## config.mk

```make
export PLATFORM = sky130hd
export DESIGN_NAME = regfile_access_ctrl
export DESIGN_NICKNAME = d
export VERILOG_FILES = /design/src/rtl/regfile_access_pkg.sv /design/src/rtl/regfile_fill_counter.sv /design/src/rtl/regfile_access_ctrl.sv
export SDC_FILE = /design/constraint.sdc
export NUM_CORES = 1
export LEC_CHECK = 0
export ABC_AREA = 1
export CORE_ASPECT_RATIO = 0.75
export CORE_MARGIN = 2
export CORE_UTILIZATION = 51
export DETAILED_ROUTE_END_ITERATION = 16
export PLACE_DENSITY = 0.85
export SLEW_MARGIN = 5
export SYNTH_ARGS = -nofsm -noshare
export SYNTH_HDL_FRONTEND = slang
export SYNTH_HIERARCHICAL = 1
export SYNTH_SLANG_ARGS = --single-unit
```

## constraint.sdc

```tcl
create_clock -name clk -period 2.96 [get_ports clk]
set_input_delay 0.74 -clock clk [delete_from_list [all_inputs] [get_ports clk]]
set_output_delay 0.74 -clock clk [all_outputs]
set_load 0.02 [all_outputs]
```

## src/rtl/regfile_access_pkg.sv

```systemverilog
// Shared definitions for the register file access sequencer.
package regfile_access_pkg;

  localparam int unsigned ADDR_W_DFLT = 5;
  localparam int unsigned DATA_W_DFLT = 32;

  localparam logic [1:0] OP_WRITE = 2'b00;
  localparam logic [1:0] OP_READ  = 2'b01;
  localparam logic [1:0] OP_FILL  = 2'b10;
  localparam logic [1:0] OP_COPY  = 2'b11;

  typedef enum logic [2:0] {
    S_IDLE,
    S_WRITE,
    S_READ,
    S_RESP,
    S_FILL,
    S_COPY
  } state_e;

endpackage

```

## src/rtl/regfile_fill_counter.sv

```systemverilog
// Wrapping address counter and data incrementer used to sequence a range fill.
module regfile_fill_counter
  import regfile_access_pkg::*;
#(
  parameter int unsigned ADDR_W   = ADDR_W_DFLT,
  parameter int unsigned DATA_W   = DATA_W_DFLT,
  parameter int unsigned FILL_INC = 1
) (
  input  logic              clk,
  input  logic              rst_n,
  input  logic              load,
  input  logic              step,
  input  logic [ADDR_W-1:0] start_addr,
  input  logic [ADDR_W-1:0] end_addr,
  input  logic [DATA_W-1:0] start_data,
  output logic [ADDR_W-1:0] addr,
  output logic [DATA_W-1:0] data,
  output logic              last
);

  logic [ADDR_W-1:0] addr_q, addr_d;
  logic [ADDR_W-1:0] end_q, end_d;
  logic [DATA_W-1:0] data_q, data_d;

  // Load a new range or advance one step; both address and data wrap naturally.
  always_comb begin
    addr_d = addr_q;
    end_d  = end_q;
    data_d = data_q;
    if (load) begin
      addr_d = start_addr;
      end_d  = end_addr;
      data_d = start_data;
    end else if (step) begin
      addr_d = addr_q + ADDR_W'(1);
      data_d = data_q + DATA_W'(FILL_INC);
    end
  end

  // Counter state, synchronous active-low reset.
  always_ff @(posedge clk) begin
    if (!rst_n) begin
      addr_q <= '0;
      end_q  <= '0;
      data_q <= '0;
    end else begin
      addr_q <= addr_d;
      end_q  <= end_d;
      data_q <= data_d;
    end
  end

  assign addr = addr_q;
  assign data = data_q;
  assign last = (addr_q == end_q);

endmodule

```

## src/rtl/regfile_access_ctrl.sv

```systemverilog
// Command sequencer driving a dual-read/single-write register file.
module regfile_access_ctrl
  import regfile_access_pkg::*;
#(
  parameter int unsigned ADDR_W   = ADDR_W_DFLT,
  parameter int unsigned DATA_W   = DATA_W_DFLT,
  parameter int unsigned FILL_INC = 1
) (
  input  logic              clk,
  input  logic              Reset,
  input  logic              cmd_valid,
  output logic              cmd_ready,
  input  logic [1:0]        cmd_op,
  input  logic [ADDR_W-1:0] cmd_addr_a,
  input  logic [ADDR_W-1:0] cmd_addr_b,
  input  logic [DATA_W-1:0] cmd_data,
  output logic              rsp_valid,
  input  logic              rsp_ready,
  output logic [DATA_W-1:0] rsp_data_a,
  output logic [DATA_W-1:0] rsp_data_b,
  output logic              busy,
  output logic [ADDR_W-1:0] rf_r_addr_a,
  output logic [ADDR_W-1:0] rf_r_addr_b,
  input  logic [DATA_W-1:0] rf_r_data_a,
  input  logic [DATA_W-1:0] rf_r_data_b,
  output logic [ADDR_W-1:0] rf_w_addr,
  output logic [DATA_W-1:0] rf_w_data,
  output logic              rf_write_reg
);

  state_e            state_q, state_d;
  logic [ADDR_W-1:0] addr_a_q, addr_a_d;
  logic [ADDR_W-1:0] addr_b_q, addr_b_d;
  logic [DATA_W-1:0] data_q, data_d;
  logic [ADDR_W-1:0] r_addr_a_q, r_addr_a_d;
  logic [ADDR_W-1:0] r_addr_b_q, r_addr_b_d;
  logic [DATA_W-1:0] rsp_a_q, rsp_a_d;
  logic [DATA_W-1:0] rsp_b_q, rsp_b_d;

  logic              cnt_load, cnt_step, cnt_last;
  logic [ADDR_W-1:0] cnt_addr;
  logic [DATA_W-1:0] cnt_data;

  regfile_fill_counter #(
    .ADDR_W  (ADDR_W),
    .DATA_W  (DATA_W),
    .FILL_INC(FILL_INC)
  ) u_fill_counter (
    .clk       (clk),
    .rst_n     (Reset),
    .load      (cnt_load),
    .step      (cnt_step),
    .start_addr(cmd_addr_a),
    .end_addr  (cmd_addr_b),
    .start_data(cmd_data),
    .addr      (cnt_addr),
    .data      (cnt_data),
    .last      (cnt_last)
  );

  // Next-state logic: accept in IDLE, sequence each command, capture read results.
  always_comb begin
    state_d    = state_q;
    addr_a_d   = addr_a_q;
    addr_b_d   = addr_b_q;
    data_d     = data_q;
    r_addr_a_d = r_addr_a_q;
    r_addr_b_d = r_addr_b_q;
    rsp_a_d    = rsp_a_q;
    rsp_b_d    = rsp_b_q;
    cnt_load   = 1'b0;
    cnt_step   = 1'b0;
    unique case (state_q)
      S_IDLE: begin
        if (cmd_valid) begin
          addr_a_d = cmd_addr_a;
          addr_b_d = cmd_addr_b;
          data_d   = cmd_data;
          unique case (cmd_op)
            OP_WRITE: state_d = S_WRITE;
            OP_READ: begin
              // Read addresses are registered at accept so they hold afterwards.
              r_addr_a_d = cmd_addr_a;
              r_addr_b_d = cmd_addr_b;
              state_d    = S_READ;
            end
            OP_FILL: begin
              cnt_load = 1'b1;
              state_d  = S_FILL;
            end
            OP_COPY: begin
              r_addr_a_d = cmd_addr_a;
              state_d    = S_COPY;
            end
            default: state_d = S_IDLE;
          endcase
        end
      end
      S_WRITE: state_d = S_IDLE;
      S_READ: begin
        rsp_a_d = rf_r_data_a;
        rsp_b_d = rf_r_data_b;
        state_d = S_RESP;
      end
      S_RESP: if (rsp_ready) state_d = S_IDLE;
      S_FILL: begin
        cnt_step = 1'b1;
        if (cnt_last) state_d = S_IDLE;
      end
      S_COPY:  state_d = S_IDLE;
      default: state_d = S_IDLE;
    endcase
  end

  // State and datapath registers, synchronous active-low reset.
  always_ff @(posedge clk) begin
    if (!Reset) begin
      state_q    <= S_IDLE;
      addr_a_q   <= '0;
      addr_b_q   <= '0;
      data_q     <= '0;
      r_addr_a_q <= '0;
      r_addr_b_q <= '0;
      rsp_a_q    <= '0;
      rsp_b_q    <= '0;
    end else begin
      state_q    <= state_d;
      addr_a_q   <= addr_a_d;
      addr_b_q   <= addr_b_d;
      data_q     <= data_d;
      r_addr_a_q <= r_addr_a_d;
      r_addr_b_q <= r_addr_b_d;
      rsp_a_q    <= rsp_a_d;
      rsp_b_q    <= rsp_b_d;
    end
  end

  // Output decode; handshake and write enable are gated by reset so a reset edge never writes.
  always_comb begin
    cmd_ready    = Reset && (state_q == S_IDLE);
    rf_write_reg = 1'b0;
    rf_w_addr    = '0;
    rf_w_data    = '0;
    case (state_q)
      S_WRITE: begin
        rf_write_reg = Reset;
        rf_w_addr    = addr_a_q;
        rf_w_data    = data_q;
      end
      S_FILL: begin
        rf_write_reg = Reset;
        rf_w_addr    = cnt_addr;
        rf_w_data    = cnt_data;
      end
      S_COPY: begin
        rf_write_reg = Reset;
        rf_w_addr    = addr_b_q;
        rf_w_data    = rf_r_data_a;
      end
      default: ;
    endcase
  end

  assign rsp_valid   = (state_q == S_RESP);
  assign rsp_data_a  = rsp_a_q;
  assign rsp_data_b  = rsp_b_q;
  assign busy        = (state_q != S_IDLE);
  assign rf_r_addr_a = r_addr_a_q;
  assign rf_r_addr_b = r_addr_b_q;

endmodule

```

==> results of run 1 <==
[Yosys cell counts (7+ instances only)]
| cell | instances | area (sq um) |
|---|---|---|
| nor2_1 | 201 | 754.5 |
| nand2_1 | 335 | 1257 |
| clkbuf_1 | 19 | 71.32 |
| o21ai_1 | 56 | 280.3 |
| nor2_4 | 14 | 157.7 |
| nand3_1 | 81 | 405.4 |
| inv_1 | 53 | 198.9 |
| buf_6 | 7 | 78.83 |
| buf_2 | 25 | 125.1 |
| dfxtp_1 | 161 | 3223 |
| xor2_1 | 12 | 105.1 |
| a21oi_1 | 73 | 365.4 |
| a22oi_1 | 23 | 172.7 |
| o21ai_0 | 27 | 135.1 |
[cell families (layout without fill, tap and decap cells)]
group / after synthesis / count (layout) / share of synthesized area [%]
compound gates: 187 / 187 / 13.13
xor+xnor: 15 / 15 / 1.713
flops: 161 / 161 / 42.02
fa+ha+maj: 6 / 6 / 0.9788
simple gates: 646 / 646 / 35.09
buf+inv: 118 / 345 / 7.064
[power by group]
group	leakage, nW	total, mW	internal [mW]	switching (mW)
Sequential	1.31	3.14	2.75	0.387
Combinational	3.27	4.07	1.61	2.46
Clock	0.271	2.13	1.19	0.940
Total	4.85	9.34	5.56	3.79
[flip-flops by register name, indices dropped and copies added (netlist names)]
register,count
rf_r_addr_b,5
u_fill_counter/data,32
addr_b_q,5
rsp_data_b,32
u_fill_counter/end_q,5
u_fill_counter/addr,5
rf_r_addr_a,5
data_q,32
state_q,3
rsp_data_a,32
addr_a_q,5
[worst max-delay path: cells and delay by family (launching register included)]
kind	cells	cell delay [ns]
flops	1	0.38
buf+inv	3	0.85
simple gates	4	0.46
[routing by layer]
layer | routed length [um] | GRT usage, % | up-vias
li1 | - | - | 4061
met1 | 11150 | 42.24 | 3853
met2 | 11350 | 49.70 | 470
met3 | 3019 | 10.16 | 53
met4 | 528 | 9.104 | 0
met5 | 0 | 0 | -
[worst min-delay path by stage]
stage	startpoint	endpoint	slack [ns]	depth (start not counted)
floorplan	addr_a_q[0]	addr_a_q[0]	0.44	2
global placement	data_q[3]	data_q[3]	0.45	2
detailed placement	data_q[2]	data_q[2]	0.46	2
CTS	data_q[2]	data_q[2]	0.47	2
global route	addr_b_q[1]	addr_b_q[1]	0.48	2
finish	data_q[15]	data_q[15]	0.47	2
[metrics by stage]
step                      total power [mW]  worst slack [ns]  area (sq um)  util, %  instances
after floorplan                      5.470            0.8168          7670        -       1133
after global placement               7.065           0.01449         10070    69.02       1524
after detailed placement             7.137           0.01921         10070    69.02       1524
after CTS                            9.285          0.007279         10670    73.08       1559
after global routing                 9.819          0.005138         10780    73.82       1560
final                                9.342           0.09548         10780    73.82       1560
[final cells by class]
| class | count | area (sq um) | share of cell area (%) |
|---|---|---|---|
| clock inverter | 12 | 123.9 | 1.150 |
| sequential | 161 | 3224 | 29.92 |
| timing repair buffer | 253 | 2587 | 24.01 |
| tap | 200 | 250.2 | 2.322 |
| multi-input combinational | 854 | 3918 | 36.36 |
| inverter | 61 | 229.0 | 2.125 |
| clock buffer | 19 | 442.9 | 4.111 |
[what timing repair did]
| item | in CTS | in global routing |
|---|---|---|
| hold buffers | 0 | 0 |
| endpoints found under the setup margin | 31 | 33 |
| buffers inserted | 4 | 0 |
| cloned | 0 | 1 |
| pin swaps | 1 | 0 |
| resized for setup | 4 | 33 |
==> impl_metrics.csv, run 1 <==
group,metric,value,unit
layout,final_common_cell,"nand2_1",
placed_design,io_buffers,226,
sta,finClkSkew,0.009115,ns
clocking,cts_tree,"yes",
sta,slew_violations,0,
floorplanning,fp.dieH,110.2,um
placed_design,place_congestion,0.9226,
yosys,synth_edf_count,0,
critical_path,reg2reg_from,"state_q[2]",
floorplanning,dieArea,16050,sq um
critical_path,critical_path_class,"reg2out",
critical_path,cpPeakStageDelay,0.60,ns
critical_path,crit_required,2.22,ns
detailed_routing,via_per_inst,5.408,
sta,worst_pin_slew,0.8403,ns
critical_path,cp_data_arrival_time,2.12,ns
yosys,yosysSeqAreaShare,42.02,%
detailed_routing,drc_errors,0,
critical_path,cpMaxStageDelayCell,"clkdlybuf4s50_1",
critical_path,reg2reg_setup_slack,0.86,ns
layout,drive_gt1_share,6.765,%
sta,finalCriticalPeriod,2.865,ns
sta,setup_viol,0,
yosys,synth_area,7670,sq um
placed_design,dp_hpwl,18.44,mm
critical_path,r2r_cells,12,
yosys,syn-num-nets,1251,
floorplanning,io_pins,227,
clocking,cts_buffer_depth,2,
detailed_routing,first_pass_iters,5,
sta,max_freq,349.1,MHz
sta,fin_crit_sh,96.77,%
layout,layout.nets,1466,
yosys,yosys_warnings,6,
yosys,synthCells,1133,
detailed_routing,wl,26.04,mm
critical_path,startpoint,"state_q[1]",
yosys,async_flop_share,0,%
yosys,synth_flop_cell,"dfxtp_1",
critical_path,cp_cell_sequence,"inv_2 -> nand2_2 -> nor2_4 -> buf_4 -> nand2_1 -> nand3_1 -> clkdlybuf4s50_1",
critical_path,end_kind,"output port",
critical_path,reg2reg_to,"u_fill_counter/addr[1]",
yosys,syn_area_per_cell,6.770,sq um
outcome,outcome,"finished clean",
global_routing,grt_overflow,0,
sta,rsz0062_at_grt,"false",
floorplanning,rows,38,
global_routing,globalRouteTotalUtil,31.65,%
layout,fillers,1148,
detailed_routing,vias,8437,
floorplanning,start_util,52.55,%
global_routing,grt_pass1_wl,40.34,mm
clocking,clock-root-buffer,"clkbuf_16",
sta,fin_hold_ws,0.4657,ns
detailed_routing,ant_nets,0,
detailed_routing,routedWlPerCell,16.69,um
clocking,clock_sinks,161,
yosys,ys_ff_latch,161,
critical_path,critPathMaxFanout,9,
power_and_ir_drop,leakagePower,4.852,nW
clocking,clkLatencyLatePin,0.42,ns
sta,maxSlewHeadroom,43.98,%
flow_run,cap_violations,0,
sta,hold_viol_final,0,
layout,area_delta_synth_final,40.49,%
floorplanning,coreArea,14600,sq um
critical_path,cp-start-kind,"register",
power_and_ir_drop,power_density,867.0,nW/um^2
clocking,clkTransAtPathRegs,0.06,ns
detailed_routing,dr.first_iter.drc_count,978,
clocking,numCtsBuffers,17,
power_and_ir_drop,vdd_drop_max,0.0005790,V
hold_path,hp-class,"reg2reg",
clocking,htree_num_levels,4,
layout,diodes,0,
layout,final_cell_mix,"335 x nand2_1, 198 x nor2_1, 190 x clkdlybuf4s50_1",
global_routing,grt_pass1_vias,7826,
sta,fin_setup_tns,0,ns
global_routing,antenna_found_initial,0,
critical_path,endpoint,"rf_w_data[11]",
floorplanning,die_x,145.6,um
global_routing,grt_max_degree,92,
yosys,ys_types,33,
Note: power is estimated with default switching activity, not from simulation.
==> run 2: changes to the inputs <==
--- a/config.mk
+++ b/config.mk
@@ -9,6 +9,7 @@
 export CORE_ASPECT_RATIO = 0.75
 export CORE_MARGIN = 2
 export CORE_UTILIZATION = 51
+export CTS_CLUSTER_DIAMETER = 40
 export DETAILED_ROUTE_END_ITERATION = 16
 export PLACE_DENSITY = 0.85
 export SLEW_MARGIN = 5
==> results of run 2 <==
No change in the layout: final DEF, timing and power equal those of run 1.
